$ cat config.mk
export PLATFORM = sky130hd
export DESIGN_NAME = serial_pattern_tx
export DESIGN_NICKNAME = d
export VERILOG_FILES = /design/src/rtl/serial_pattern_tx.sv
export SDC_FILE = /design/constraint.sdc
export NUM_CORES = 1
export LEC_CHECK = 0
export CORE_MARGIN = 4
export CORE_UTILIZATION = 50
export CTS_CLUSTER_SIZE = 12
export DETAILED_ROUTE_END_ITERATION = 7
export PLACE_DENSITY = 0.81
export REMOVE_ABC_BUFFERS = 1
export SLEW_MARGIN = 5
export SYNTH_ARGS = -nofsm -noshare
export SYNTH_HDL_FRONTEND = slang
export SYNTH_SLANG_ARGS = --single-unit
export TNS_END_PERCENT = 50
$ cat constraint.sdc
create_clock -name clock -period 3.4 [get_ports clock]
set_input_delay 0.34 -clock clock [delete_from_list [all_inputs] [get_ports clock]]
set_output_delay 0.34 -clock clock [all_outputs]
set_load 0.05 [all_outputs]
$ cat src/rtl/serial_pattern_tx.sv
// Serial frame transmitter: loads up to WIDTH bits and shifts them out LSB first, stallable by hold.
// Optional build macro SERIAL_PATTERN_EXPECT_EN adds a 3-bit history and the expect_o decode.
module serial_pattern_tx #(
    parameter int WIDTH = 10,
    parameter int LW    = 4
) (
    input  logic             clock,
    input  logic             reset_n,
    input  logic             load_valid,
    output logic             load_ready,
    input  logic [WIDTH-1:0] load_data,
    input  logic [LW-1:0]    load_len,
    input  logic             hold,
    output logic             bit_out,
    output logic             bit_valid,
    output logic             last,
    output logic             done,
    output logic [1:0]       expect_o
);

    typedef enum logic [1:0] {
        IDLE  = 2'd0,
        SHIFT = 2'd1,
        DONE  = 2'd2
    } state_t;

    state_t           state;
    state_t           state_nxt;
    logic [WIDTH-1:0] shreg;
    logic [LW-1:0]    cnt;
    logic             accept;

    // Zero or oversize lengths mean "send the full frame".
    function automatic logic [LW-1:0] clamp_len(input logic [LW-1:0] len);
        if (len == '0 || len > LW'(WIDTH)) begin
            return LW'(WIDTH);
        end
        return len;
    endfunction

    assign accept = load_valid && load_ready;

    always_ff @(posedge clock or negedge reset_n) begin
        if (!reset_n) begin
            state <= IDLE;
        end else begin
            state <= state_nxt;
        end
    end

    always_comb begin
        state_nxt = state;
        case (state)
            IDLE:    if (accept) state_nxt = SHIFT;
            SHIFT:   if (bit_valid && cnt == LW'(1)) state_nxt = DONE;
            DONE:    state_nxt = IDLE;
            default: state_nxt = IDLE;
        endcase
    end

    always_comb begin
        load_ready = 1'b0;
        bit_valid  = 1'b0;
        bit_out    = 1'b0;
        last       = 1'b0;
        done       = 1'b0;
        case (state)
            IDLE: load_ready = 1'b1;
            SHIFT: begin
                bit_valid = !hold;
                bit_out   = shreg[0];
                last      = (cnt == LW'(1));
            end
            DONE: done = 1'b1;
            default: ;
        endcase
    end

    always_ff @(posedge clock or negedge reset_n) begin
        if (!reset_n) begin
            shreg <= '0;
            cnt   <= '0;
        end else if (accept) begin
            shreg <= load_data;
            cnt   <= clamp_len(load_len);
        end else if (bit_valid) begin
            shreg <= shreg >> 1;
            cnt   <= cnt - LW'(1);
        end
    end

`ifdef SERIAL_PATTERN_EXPECT_EN
    // h1 is the most recently consumed bit; history spans frame boundaries.
    logic h1, h2, h3;

    always_ff @(posedge clock or negedge reset_n) begin
        if (!reset_n) begin
            h1 <= 1'b0;
            h2 <= 1'b0;
            h3 <= 1'b0;
        end else if (bit_valid) begin
            h1 <= bit_out;
            h2 <= h1;
            h3 <= h2;
        end
    end

    assign expect_o = bit_valid ? {bit_out & h1 & h3, bit_out & ~h2 & ~h3} : 2'b00;
`else
    assign expect_o = 2'b00;
`endif

endmodule

==> flow_metrics.tcl <==
set metrics [dict create \
    place_congestion 0.765 \
    seq_area_frac_synth_pct 44.7 \
    syn_avg_cell_area_um2 10.3 \
    finalSetupViolCount 0 \
    crit_path_start "cnt[1]" \
    cts.clk_slew.worst_paths_ns 0.09 \
    die_x_um 50.3 \
    rows 15 \
    critPathKind "reg -> out" \
    p_sw_uw 349 \
    max_freq_mhz 359 \
    slew_violations 0 \
    first_pass_iters 4 \
    p_sw_share_pct 39.7 \
    worst_pin_slew_ns 0.709 \
    tns_ns 0 \
    io_buffers 22 \
    reg2reg_from "state[0]" \
    worst_hold_path_type "in -> async" \
    reg2regPathDepth 3 \
    r2r_slack_ns 1.80 \
    p_leak_nw 0.486 \
    cp.arrival_ns 2.44 \
    pwr-share-clk_pct 14.6 \
    worstSkewPairLatency_ns 0.29 \
    cts.htree.levels 1 \
    endpoint "last" \
    cts_tree "yes" \
    p_seq_share_pct 37.9 \
    cp_data_required_time_ns 3.06 \
    hold_violations 0 \
    cellPowerDensity_nw_per_um2 760 \
    cts_resized 0 \
    start_util_pct 52.5 \
    yosys_warnings 0 \
    final_area_um2 1150 \
    core_area_um2 1710 \
    drt_iter0_drc 4 \
    ctsLongestPathBuffers 2 \
    internal_power_uw 529 \
    placed_area_um2 1120 \
    grt_max_degree 24 \
    synth_seq_cells 16 \
    nFillCells 144 \
    die_h_um 50.3 \
    post_drt_wl_per_cell_um 12.3 \
    overflow 0 \
    grtUsageTotal_pct 15.7 \
    synthToLayoutAreaGrowth_pct 28.9 \
    dp_slack_ns 0.800 \
    fin_skew_ns 0.00109 \
    cts_setup_buffers 0 \
    worstPathMaxFanout 3 \
    crit_path_end_kind "output pin" \
    yosysUniqueCellTypes 30 \
    antenna_left 0 \
    layout_common_cells "clkdlybuf4s50_1 (22), dfrtp_1 (16), o21ai_0 (12)" \
    numCtsBuffers 3 \
    synth_cells 87 \
    period_share_pct 81.9 \
    clockRootBuffer "clkbuf_4" \
    period_minus_slack_ns 2.78 \
    layout-drive-gt1-share_pct 11.0 \
    vias_per_cell 5.03 \
    drv_cap 0 \
    status "finished clean" \
    total_power_uw 877 \
    postLayoutSetupSlackWorst_ns 0.615 \
    grt_pass1_vias 698 \
    final_common_cell "clkdlybuf4s50_1" \
    timing.rr.end "cnt[1]" \
    routed_wl_um 1650 \
    insertedDiodeCount 0 \
    cp-start-kind "register" \
    vias 674 \
    nets 130 \
    dp.final_hpwl_um 1260 \
    die_area_um2 2530 \
    slew_headroom_pct 52.6 \
    peakVddDrop_mv 0.483 \
    cts_hold_buffers 0 \
    antenna_found_initial 0 \
    syn-cell-area_um2 896 \
    cts_sinks 16 \
    drc 0 \
    rsz0062_at_grt "false" \
    grt_pass1_wl_um 3000 \
    ios 25 \
    comb_power_share_pct 47.5 \
]
[synth_stat cells]
cell type   n  area, um^2
a21oi_2     1        8.76
nor4bb_1    1        10.0
nor3_1      4        20.0
mux2i_1     8        80.1
clkbuf_1    2        7.51
or3b_4      1        11.3
ha_1        2        25.0
mux2_4      1        15.0
a2111oi_4   1        27.5
inv_1       2        7.51
buf_4       2        15.0
a31oi_1     1        6.26
a211oi_1    1        7.51
buf_6       2        22.5
clkinv_1    1        3.75
nand3_1     1        5.00
and2b_1     1        7.51
and3b_1     1        8.76
o41ai_1     1        8.76
nand3b_1    2        15.0
nor3b_1     2        15.0
nand2_1     9        33.8
o21ai_0    12        60.1
nor2_1      5        18.8
dfrtp_1    16         400
conb_1      1        3.75
or3b_2      2        17.5
xnor2_1     2        17.5
a22oi_1     1        7.51
a22o_1      1        8.76
[metal layers]
layer	vias up	track usage, %	wire length [um]
li1	347	-	-
met1	304	19.7	752
met2	18	24.3	774
met3	5	3.86	81
met4	0	9.42	42
met5	-	0	0
[power groups by stage]
stage               clock (mW)  combinational [mW]  sequential, mW
floorplan                    0               0.310           0.318
global placement             0               0.407           0.333
detailed placement           0               0.420           0.337
CTS                      0.132               0.422           0.333
global route             0.141               0.460           0.348
finish                   0.128               0.417           0.332
[metrics by stage]
stage / hold WS (ns) / utilization, % / std cells
final: 0.461 / 67.6 / 134
after detailed placement: 0.511 / 65.5 / 130
after CTS: 0.489 / 67.6 / 134
after global routing: 0.522 / 67.6 / 134
after floorplan: 0.0444 / - / 82
after global placement: 0.486 / 65.5 / 130
[state kept, by name, summed over array words and instances (netlist names)]
name / count
cnt: 4
shreg: 10
state: 2
[worst max-delay path, stage by stage, from the launching register on]
cell,delay [ns]
dfrtp_1,0.40
inv_1,0.10
ha_1,0.15
or3b_2,0.48
nor3b_1,0.19
clkdlybuf4s50_1,0.83
[worst min-delay path by stage]
stage / to / slack [ns]
floorplan: cnt[0] / 0.04
global placement: shreg[9] / 0.49
detailed placement: shreg[9] / 0.51
CTS: cnt[2] / 0.49
global route: state[1] / 0.52
finish: cnt[2] / 0.46
[cells by family after synthesis]
logic type	share of synthesized area, %
mux	10.6
xor+xnor	1.96
fa+ha+maj	2.79
buf+inv	6.28
flops	44.7
compound gates	15.1
other cells	0.419
simple gates	18.2
[final cells by class]
| cell class | instances | area [um^2] | area share, % |
|---|---|---|---|
| multi-input combinational | 63 | 448 | 38.8 |
| sequential | 16 | 400 | 34.7 |
| timing repair buffer | 23 | 228 | 19.7 |
| clock buffer | 4 | 36.3 | 3.14 |
| tap | 25 | 31.3 | 2.71 |
| inverter | 3 | 11.3 | 0.975 |
Note: power is estimated with default switching activity, not from simulation.
